File: src/rtl/filt_pkg.sv
// Shared definitions for the filter cascade: default sample format and accumulator sizing.
package filt_pkg;

    localparam int WI_DEF = 2;
    localparam int WF_DEF = 10;

    typedef logic signed [WI_DEF+WF_DEF-1:0] sample_t;

    // A sum of 2^log2_d samples needs log2_d extra integer bits to never overflow.
    function automatic int acc_width(input int wi, input int wf, input int log2_d);
        return wi + wf + log2_d;
    endfunction

endpackage

File: src/rtl/samp_fifo.sv
// Small synchronous sample FIFO; power-of-two depth, count register tells full from empty.
module samp_fifo #(
    parameter int W     = 12,
    parameter int DEPTH = 4
) (
    input  logic         CLK,
    input  logic         rst_n,
    input  logic         push,
    input  logic [W-1:0] din,
    input  logic         pop,
    output logic [W-1:0] dout,
    output logic         full,
    output logic         empty
);

    localparam int PTRW = $clog2(DEPTH);
    localparam int CW   = PTRW + 1;

    logic [W-1:0]    mem [DEPTH];
    logic [PTRW-1:0] wr_ptr;
    logic [PTRW-1:0] rd_ptr;
    logic [CW-1:0]   count;
    logic            do_push;
    logic            do_pop;

    assign full    = (count == CW'(DEPTH));
    assign empty   = (count == '0);
    assign do_pop  = pop && !empty;
    // A full FIFO still accepts a push when the head leaves in the same cycle.
    assign do_push = push && (!full || do_pop);
    assign dout    = empty ? '0 : mem[rd_ptr];

    always_ff @(posedge CLK) begin
        if (do_push) begin
            mem[wr_ptr] <= din;
        end
    end

    always_ff @(posedge CLK or negedge rst_n) begin
        if (!rst_n) begin
            wr_ptr <= '0;
            rd_ptr <= '0;
            count  <= '0;
        end else begin
            if (do_push) begin
                wr_ptr <= wr_ptr + PTRW'(1);
            end
            if (do_pop) begin
                rd_ptr <= rd_ptr + PTRW'(1);
            end
            case ({do_push, do_pop})
                2'b10:   count <= count + CW'(1);
                2'b01:   count <= count - CW'(1);
                default: count <= count;
            endcase
        end
    end

endmodule

File: src/rtl/filt_out_decim.sv
// Output stage of the filter cascade: averages blocks of 2^LOG2_D samples into a FIFO.
// Define FILT_ROUND_EN for round-half-up averaging; default build truncates (floor).
module filt_out_decim
    import filt_pkg::*;
#(
    parameter int WI     = WI_DEF,
    parameter int WF     = WF_DEF,
    parameter int LOG2_D = 2,
    parameter int DEPTH  = 4
) (
    input  logic                    CLK,
    input  logic                    rst_n,
    input  logic                    in_valid,
    input  logic signed [WI+WF-1:0] in_sample,
    output logic                    out_valid,
    input  logic                    out_ready,
    output logic signed [WI+WF-1:0] out_sample,
    output logic                    overflow,
    input  logic                    clr_ovf
);

    localparam int W  = WI + WF;
    localparam int AW = acc_width(WI, WF, LOG2_D);
    localparam int PW = (LOG2_D > 0) ? LOG2_D : 1;
    localparam logic [PW-1:0] PHASE_LAST = PW'((1 << LOG2_D) - 1);
`ifdef FILT_ROUND_EN
    // Half an LSB of the shifted result; collapses to zero in pass-through mode.
    localparam logic signed [AW-1:0] ROUND_K = AW'((1 << LOG2_D) >> 1);
`else
    localparam logic signed [AW-1:0] ROUND_K = '0;
`endif

    logic signed [AW-1:0] acc;
    logic signed [AW-1:0] samp_ext;
    logic signed [AW-1:0] sum;
    logic signed [AW-1:0] shifted;
    logic signed [W-1:0]  result;
    logic [PW-1:0]        phase;
    logic                 last;
    logic                 push;
    logic                 pop;
    logic                 drop;
    logic                 full;
    logic                 empty;

    assign samp_ext = AW'(in_sample);
    assign last     = (phase == PHASE_LAST);
    assign push     = in_valid && last;
    assign sum      = acc + samp_ext + ROUND_K;
    assign shifted  = sum >>> LOG2_D;
    assign result   = shifted[W-1:0];

    assign out_valid = !empty;
    assign pop       = out_valid && out_ready;
    assign drop      = push && full && !pop;

    always_ff @(posedge CLK or negedge rst_n) begin
        if (!rst_n) begin
            acc   <= '0;
            phase <= '0;
        end else if (in_valid) begin
            if (last) begin
                acc   <= '0;
                phase <= '0;
            end else begin
                acc   <= acc + samp_ext;
                phase <= phase + PW'(1);
            end
        end
    end

    // Sticky drop flag; a new drop beats a simultaneous clear.
    always_ff @(posedge CLK or negedge rst_n) begin
        if (!rst_n) begin
            overflow <= 1'b0;
        end else if (drop) begin
            overflow <= 1'b1;
        end else if (clr_ovf) begin
            overflow <= 1'b0;
        end
    end

    samp_fifo #(
        .W     (W),
        .DEPTH (DEPTH)
    ) u_fifo (
        .CLK   (CLK),
        .rst_n (rst_n),
        .push  (push),
        .din   (result),
        .pop   (pop),
        .dout  (out_sample),
        .full  (full),
        .empty (empty)
    );

endmodule

File: config.mk
export PLATFORM = sky130hd
export DESIGN_NAME = filt_out_decim
export DESIGN_NICKNAME = d
export VERILOG_FILES = /design/src/rtl/filt_pkg.sv /design/src/rtl/samp_fifo.sv /design/src/rtl/filt_out_decim.sv
export SDC_FILE = /design/constraint.sdc
export NUM_CORES = 1
export LEC_CHECK = 0
export CAP_MARGIN = 20
export CORE_MARGIN = 5
export CORE_UTILIZATION = 55
export CTS_CLUSTER_DIAMETER = 120
export DETAILED_ROUTE_END_ITERATION = 7
export HOLD_SLACK_MARGIN = 0.1
export PLACE_DENSITY = 0.83
export SYNTH_ARGS = -nofsm -noshare
export SYNTH_HDL_FRONTEND = slang
export SYNTH_SLANG_ARGS = --single-unit
export TNS_END_PERCENT = 5
File: constraint.sdc
create_clock -name CLK -period 2.5 [get_ports CLK]
set_input_delay 0.25 -clock CLK [delete_from_list [all_inputs] [get_ports CLK]]
set_output_delay 0.25 -clock CLK [all_outputs]
set_load 0.1 [all_outputs]
; ---- Word-level counts from Yosys, hierarchy flattened
; Memory sizes are Yosys's and may differ from the RTL's.
; Index checks and enable logic that the tools add are counted.
; W data, S select, Z words.
[word_totals]
n_memories = 1
ff_bits = 24
input_bits = 17
ram_bits = 48
output_inout_bits = 14
elab_cells = 38
[memory_table]
columns = name, words, width, read_ports, rd_clocked_by_memory_dff, write_ports, line_no
row1 = u_fifo.mem, 4, 12, 1, 0, 1, samp_fifo.sv:19  ; logic [W-1:0] mem [DEPTH];
[classes]
reduce_logical = 13
n_addsub = 6
n_mux = 8
n_eq_ne = 4
[ops]
columns = operator, n
row1 = $add A14 B12 Y14, 1
row2 = $mux W14, 1
row3 = $mux W12, 1
row4 = $add A2 B1 Y2 const B, 3
row5 = $logic_and A1 B1 Y1, 6
row6 = $pmux W3 S2, 1
row7 = $eq A2 B2 Y1 const B, 2
row8 = $mux W1, 4
row9 = $reduce_bool A2 Y1, 2
row10 = $add A3 B1 Y3 const B, 1
row11 = $eq A3 B3 Y1 const B, 1
row12 = $logic_not A1 Y1, 3
row13 = $logic_not A3 Y1, 1
row14 = $sub A3 B1 Y3 const B, 1
row15 = $eq A2 B1 Y1 const B, 1
row16 = $mux W2, 1
row17 = $logic_or A1 B1 Y1, 1

; ---- Longest topological paths before layout
; Gate-level depths: netlist (run 1).
[logic_depth]
ltp_word = 8
mapped_depth = 8
mapped_depth_nobuf = 8

; ---- Modules after synthesis
; Synthesis (run 1) repeated with hierarchy kept, for this count alone.
[hier_totals]
hier_cells = 261
area_unflattened_um2 = 3606.0
[by_module_without_submodules]
columns = module, instances, cells_per_inst, area_each_um2, seq_area_each_um2
row1 = samp_fifo, 1, 115, 2250.9, 1616.6
row2 = filt_out_decim, 1, 146, 1355.0, 425.4

; ---- Worst setup path before layout (run 1)
; No wires, ideal clock.
[synth_timing]
path_type = reg-to-output
start = register u_fifo.rd_ptr[0]
end = output port out_sample[10]
stages_incl_launch_ff = 5
required_ps = 2250
path_buffers = 2
arrival_time_ps = 2400
setup_slack_ps = -150
path_cell_list = dfrtp_1 buf_2 buf_2 mux4_2 nor2b_1
[synth_via]
elab_chain_len = 2
[synth_rtl]
columns = element, line_no
row1 = start: declaration, samp_fifo.sv:21  ; logic [PTRW-1:0] rd_ptr;
row2 = start signal: assignment, samp_fifo.sv:49  ; rd_ptr <= rd_ptr + PTRW'(1);
row3 = $mem_v2 Z4 W12, --
row4 = $mux W12, samp_fifo.sv:31  ; assign dout = empty ? '0 : mem[rd_ptr];
row5 = end: declaration, filt_out_decim.sv:17  ; output logic signed [WI+WF-1:0] out_sample,
; No other way between the ends.

; ---- Worst setup path after layout (run 1)
[layout_timing]
start = register acc[0]
end = memory u_fifo.mem[3][8], data pin
[layout_via]
elab_chain_len = 1
[layout_rtl]
columns = element, line_no
row1 = start: declaration, filt_out_decim.sv:33  ; logic signed [AW-1:0] acc;
row2 = start signal: assignment, filt_out_decim.sv:66  ; acc <= acc + samp_ext;
row3 = $add A14 B12 Y14, filt_out_decim.sv:49  ; assign sum = acc + samp_ext + ROUND_K;
row4 = net sum[10], filt_out_decim.sv:35  ; logic signed [AW-1:0] sum;
row5 = end: declaration, samp_fifo.sv:19
; The timed path passes the listed nets, and every way through them passes these cells.

==> flow_metrics.env, run 1 <==
export IMPL_status="finished clean"
export IMPL_setup_violations=0
export IMPL_coreArea_um2=6350
export IMPL_setup_ws_ps=199
export IMPL_die_w_um=90.8
export IMPL_drt_initial_drc_count=83
export IMPL_finalCoreUtilization_pct=69.7
export IMPL_yosys_warnings=0
export IMPL_crit_required_ps=2630
export IMPL_fmax_ghz=0.435
export IMPL_ys_flop_type="edfxtp_1"
export IMPL_clock_path_buffers=2
export IMPL_grt_pass1_wl_mm=11.1
export IMPL_place_congestion=0.839
export IMPL_port_buffers=30
export IMPL_layout_drive_gt1_share_pct=25.2
export IMPL_htree_levels=3
export IMPL_critPathMostFrequentCell="a21oi_2"
export IMPL_area_growth_syn_to_layout_pct=23.3
export IMPL_synth_cell_types=48
export IMPL_holdBufCountCts=0
export IMPL_crit_chain="ha_1 -> fa_1 -> a21oi_2 -> o21ai_1 -> a21oi_2 -> o211ai_1 -> and3_1 -> nor2_1"
export IMPL_wire_per_inst_um=17.9
export IMPL_cts_root_buffer="clkbuf_8"
export IMPL_fin_setup_tns_ps=0
export IMPL_slowest_delay_ps=420
export IMPL_hold_class="in2async"
export IMPL_syn_area_um2=3590
export IMPL_fin_skew_ps=8.28
export IMPL_cp_top_family="adder cells"
export IMPL_async_flop_share_pct=33.3
export IMPL_drv_slew=0
export IMPL_r2r_end="u_fifo.mem[3][8]"
export IMPL_grt_max_degree=25
export IMPL_r2r_cells=8
export IMPL_die_h_um=90.8
export IMPL_row_count=29
export IMPL_avgSynthCellArea_um2=14.1
export IMPL_min_period_over_period_pct=92.0
export IMPL_grt_ovfl_total=0
export IMPL_ios=31
export IMPL_firstDrtPassIters=4
export IMPL_start_kind="flop"
export IMPL_detail_route_antenna_nets=0
export IMPL_rsz0062_at_grt="no"
export IMPL_start_util_pct=56.5
export IMPL_cts_tree="yes"
export IMPL_critical_path_max_fanout=4
export IMPL_die_area_um2=8240
export IMPL_critical_path_class="reg2reg"
export IMPL_vias_per_cell=5.63
export IMPL_r2r_start="acc[0]"
export IMPL_ys_seq_area_share_pct=56.9
export IMPL_antenna_found_initial=0
export IMPL_syn_num_nets=292
export IMPL_netlist_instances=255
export IMPL_critical_path_arrival_ps=2430
export IMPL_relSlewSlack_pct=58.9
export IMPL_grtUsageTotal_pct=17.4
export IMPL_vias=2197
export IMPL_drc=0
export IMPL_pre_cts_ws_ps=-100
export IMPL_n_fill_cell=432
export IMPL_path_buf_inv=0
export IMPL_wl_mm=6.96
export IMPL_diodes=0
export IMPL_stdcell_count=390
export IMPL_crit_slowest_cell="fa_1"
export IMPL_cts_buffers=9
export IMPL_grt_pass1_vias=2248
export IMPL_synth_edff_count=48
export IMPL_cap_violations=0
export IMPL_dp_cells=374
export IMPL_hpwl_mm=5.15
export IMPL_worst_pin_slew_ps=616
export IMPL_clk_pin_slew_ps=80
export IMPL_fin_crit_ps=2300
export IMPL_hold_viol=0
export IMPL_reg2reg_slack_ps=200
export IMPL_ys_seq_elements=72
export IMPL_clock_sinks=72
export IMPL_crit_path_end_kind="flop"
export IMPL_fin_nets=345
export IMPL_clk_latency_ps=340
[how the worst max path moves through the flow]
stage                          start           endpoint  depth (start not counted)
global placement        in_sample[0]  u_fifo.mem[0][10]                          9
global route                  acc[0]  u_fifo.mem[3][10]                          8
detailed placement      in_sample[0]   u_fifo.mem[0][8]                          9
floorplan           u_fifo.rd_ptr[0]      out_sample[3]                          4
CTS                           acc[0]   u_fifo.mem[1][8]                          8
finish                        acc[0]   u_fifo.mem[3][8]                          8
[area by class of cell]
type | count | area, um2 | area share, %
Clock buffer | 10 | 138 | 3.11
Clock inverter | 6 | 68.8 | 1.55
Inverter | 13 | 48.8 | 1.10
Multi-Input combinational cell | 161 | 1450 | 32.7
Sequential cell | 72 | 2040 | 46.1
Tap cell | 77 | 96.3 | 2.18
Timing Repair Buffer | 51 | 586 | 13.2
[flip-flops by register name (all words and copies together), names as in the netlist]
signal	count
overflow	1
u_fifo.count	3
u_fifo.mem	48
u_fifo.wr_ptr	2
u_fifo.rd_ptr	2
acc	14
phase	2
[per-layer routing]
layer / global-route usage [%] / share of wire [%] / vias to the layer above
met5: 0 / 0 / -
met4: 6.23 / 1.4 / 0
met3: 3.58 / 3.6 / 9
met2: 30.4 / 52 / 41
met1: 21.3 / 43 / 1076
li1: - / - / 1071
[worst register-to-register path, stage by stage (launching register included)]
cell and delay (ps):
dfrtp_1 390, ha_1 210, fa_1 420, a21oi_2 180, o21ai_1 90, a21oi_2 200, o211ai_1 120, and3_1 200
nor2_1 270
[cell usage after synthesis, types with 2 or more instances]
cell type	count	area, um2
and2_2	2	15.0
xnor2_1	12	105
a31oi_1	2	12.5
a22o_1	11	96.3
a211oi_1	2	15.0
nor2_1	7	26.3
ha_1	18	225
nand4_1	3	18.8
nor3_1	4	20.0
xor2_1	5	43.8
a21o_1	5	37.5
o21ai_1	2	10.0
buf_2	2	10.0
a21oi_1	13	65.1
mux2i_1	4	40.0
o21bai_1	2	15.0
dfrtp_1	24	601
nand2_1	10	37.5
mux4_2	12	270
and3_1	3	18.8
or2_2	2	12.5
inv_1	13	48.8
and2_1	2	12.5
fa_1	2	40.0
o21ai_0	3	15.0
o22ai_1	3	18.8
nor2b_1	13	81.3
edfxtp_1	48	1440
clkbuf_1	3	11.3
o211ai_1	3	22.5
buf_6	3	33.8
[cell families (layout without fill, tap and decap cells)]
kind of cell / after synthesis / count (layout) / share of synthesized area (%)
flip-flops: 72 / 72 / 56.9
AO/OA/AOI/OAI: 54 / 54 / 10.7
AND/OR/NAND/NOR: 53 / 53 / 8.92
buffers and inverters: 22 / 80 / 3.00
adder cells (fa/ha/maj): 20 / 20 / 7.39
XOR/XNOR: 17 / 17 / 4.15
multiplexers: 17 / 17 / 8.96
[placed cells by master, fill, tap and decap left out, types with 3 or more instances in the layout]
cell / n
o22ai_1: 3
edfxtp_1: 48
nor2b_1: 12
o21ai_0: 3
a21o_1: 5
nor3_1: 4
nand2_1: 10
buf_12: 13
nor2_1: 7
clkinv_4: 3
ha_1: 18
and3_1: 3
a22o_1: 11
xnor2_1: 12
clkdlybuf4s50_1: 16
inv_1: 13
nand4_1: 3
xor2_1: 5
mux4_2: 12
buf_4: 22
a21oi_1: 12
o211ai_1: 3
mux2i_1: 4
clkbuf_8: 10
dfrtp_1: 24
[what timing repair did]
action,4_1_cts,5_1_grt
hold endpoints to repair,0,0
setup endpoints to repair,0,4
resized for setup,0,1
buffers inserted,0,0
[stage by stage]
| stage | hold WS (ps) | cell area, um2 |
|---|---|---|
| 3_5_place_dp | 481 | 4220 |
| 4_1_cts | 273 | 4420 |
| 3_3_place_gp | 474 | 4220 |
| 5_1_grt | 280 | 4430 |
| 2_1_floorplan | -45.6 | 3590 |
| 6_report | 265 | 4430 |
Power of run 1 is not shown: default switching activity piles up to over one toggle a cycle in this logic, so the estimate is an artifact.
==> inputs of run 2 (changes only) <==
--- a/config.mk
+++ b/config.mk
@@ -11,7 +11,7 @@
 export CTS_CLUSTER_DIAMETER = 120
 export DETAILED_ROUTE_END_ITERATION = 7
 export HOLD_SLACK_MARGIN = 0.1
-export PLACE_DENSITY = 0.83
+export PLACE_DENSITY = 0.81
 export SYNTH_ARGS = -nofsm -noshare
 export SYNTH_HDL_FRONTEND = slang
 export SYNTH_SLANG_ARGS = --single-unit
==> run 2 against run 1 <==
Sequential share of layout area is essentially flat. Register-to-register slack lost 30 ps. Final cell count grew 1.3%. Worst hold slack gained 22 ps. Routed wire length shrank 1.2%. Utilization is essentially flat. Critical endpoint is now u_fifo.mem[1][10].
==> flow_metrics.env, run 2 (synthesized netlist as in run 1, its figures left out) <==
export IMPL_drv_slew=0
export IMPL_vias_per_cell=5.64
export IMPL_clock_path_buffers=2
export IMPL_r2r_cells=8
export IMPL_relSlewSlack_pct=56.5
export IMPL_grt_max_degree=25
export IMPL_vias=2226
export IMPL_hpwl_mm=4.95
export IMPL_drt_initial_drc_count=126
export IMPL_fin_area_um2=4430
export IMPL_cts_resized=0
export IMPL_area_growth_syn_to_layout_pct=23.3
export IMPL_crit_required_ps=2610
export IMPL_hold_class="in2async"
export IMPL_clk_latency_ps=340
export IMPL_cap_violations=0
export IMPL_clk_pin_slew_ps=80
export IMPL_detail_route_antenna_nets=0
export IMPL_grt_pass1_wl_mm=11.4
export IMPL_wire_per_inst_um=17.4
export IMPL_final_common_cell="edfxtp_1"
export IMPL_die_h_um=90.8
export IMPL_layout_drive_gt1_share_pct=25.8
export IMPL_worst_pin_slew_ps=652
export IMPL_post_cts_setup_buffers=0
export IMPL_regMostFlops="u_fifo.mem"
export IMPL_start_util_pct=56.5
export IMPL_hold_viol=0
export IMPL_n_fill_cell=428
export IMPL_diodes=0
export IMPL_placed_area_um2=4250
export IMPL_cts_buffers=9
export IMPL_wl_mm=6.88
export IMPL_start_kind="flop"
export IMPL_clock_sinks=72
export IMPL_fin_nets=350
export IMPL_grt_ovfl_total=0
export IMPL_drc=0
export IMPL_firstDrtPassIters=4
export IMPL_setup_violations=0
export IMPL_rsz0062_at_grt="no"
export IMPL_critical_path_arrival_ps=2440
export IMPL_cts_tree="yes"
export IMPL_coreArea_um2=6350
export IMPL_min_period_over_period_pct=93.2
export IMPL_status="finished clean"
export IMPL_die_w_um=90.8
export IMPL_crit_path_end_kind="flop"
export IMPL_largest_register_ffs=48
export IMPL_antenna_found_initial=0
export IMPL_die_area_um2=8240
export IMPL_holdBufCountCts=0
export IMPL_fmax_ghz=0.429
export IMPL_fin_crit_ps=2330
export IMPL_cts_root_buffer="clkbuf_8"
export IMPL_row_count=29
export IMPL_fin_skew_ps=13.0
export IMPL_critical_path_class="reg2reg"
export IMPL_reg_largest_list="u_fifo.mem (48), acc (14), u_fifo.count (3)"
export IMPL_grtUsageTotal_pct=18.0
export IMPL_grt_pass1_vias=2305
export IMPL_most_common_layout_cells="edfxtp_1, buf_4, dfrtp_1, ha_1, clkdlybuf4s50_1"
export IMPL_htree_levels=3
export IMPL_port_buffers=30
export IMPL_critical_path_max_fanout=4
export IMPL_ios=31
export IMPL_place_congestion=0.845
run 2: through the flow:
step | cells | hold slack [ps] | worst slack (ps) | util (%) | setup TNS (ps)
floorplan | 255 | -45.6 | -150 | - | -1130
global placement | 379 | 479 | -10.6 | 67.0 | -42.6
detailed placement | 379 | 482 | -74.2 | 67.0 | -503
CTS | 395 | 296 | 190 | 69.7 | 0
finish | 395 | 287 | 169 | 69.7 | 0
global route | 395 | 306 | 42.6 | 69.7 | 0
run 2: layout make-up:
| cell class | instances | area, um2 | share of cell area, % |
|---|---|---|---|
| Timing Repair Buffer | 56 | 623 | 14.1 |
| Multi-Input combinational cell | 161 | 1440 | 32.6 |
| Clock buffer | 11 | 141 | 3.19 |
| Tap cell | 77 | 96.3 | 2.18 |
| Inverter | 13 | 48.8 | 1.10 |
| Clock inverter | 5 | 32.5 | 0.735 |
| Sequential cell | 72 | 2040 | 46.1 |
run 2: worst paths after layout:
path | startpoint | end | slack, ps
max in group asynchronous | rst_n | acc[8] | 1940
min | rst_n | u_fifo.wr_ptr[0] | 290
max reg2reg | acc[0] | u_fifo.mem[1][10] | 170
min in group CLK | clr_ovf | overflow | 480
max | acc[0] | u_fifo.mem[1][10] | 170
min reg2reg | phase[0] | phase[0] | 500
run 2: critical path: stages (launching register included):
cell,delay [ps]
dfrtp_1,390
ha_1,210
fa_1,400
a21oi_1,220
o21ai_1,100
a21oi_2,200
o21ai_1,140
a31oi_1,220
xnor2_1,240
run 2: layer usage:
metal / track usage (%) / wire length (um) / up-vias
met5: 0 / 0 / -
met4: 5.87 / 91 / 0
met3: 3.92 / 260 / 8
met2: 30.6 / 3400 / 42
met1: 22.7 / 3130 / 1098
li1: - / - / 1078
Power of run 2 is left out for the same reason.
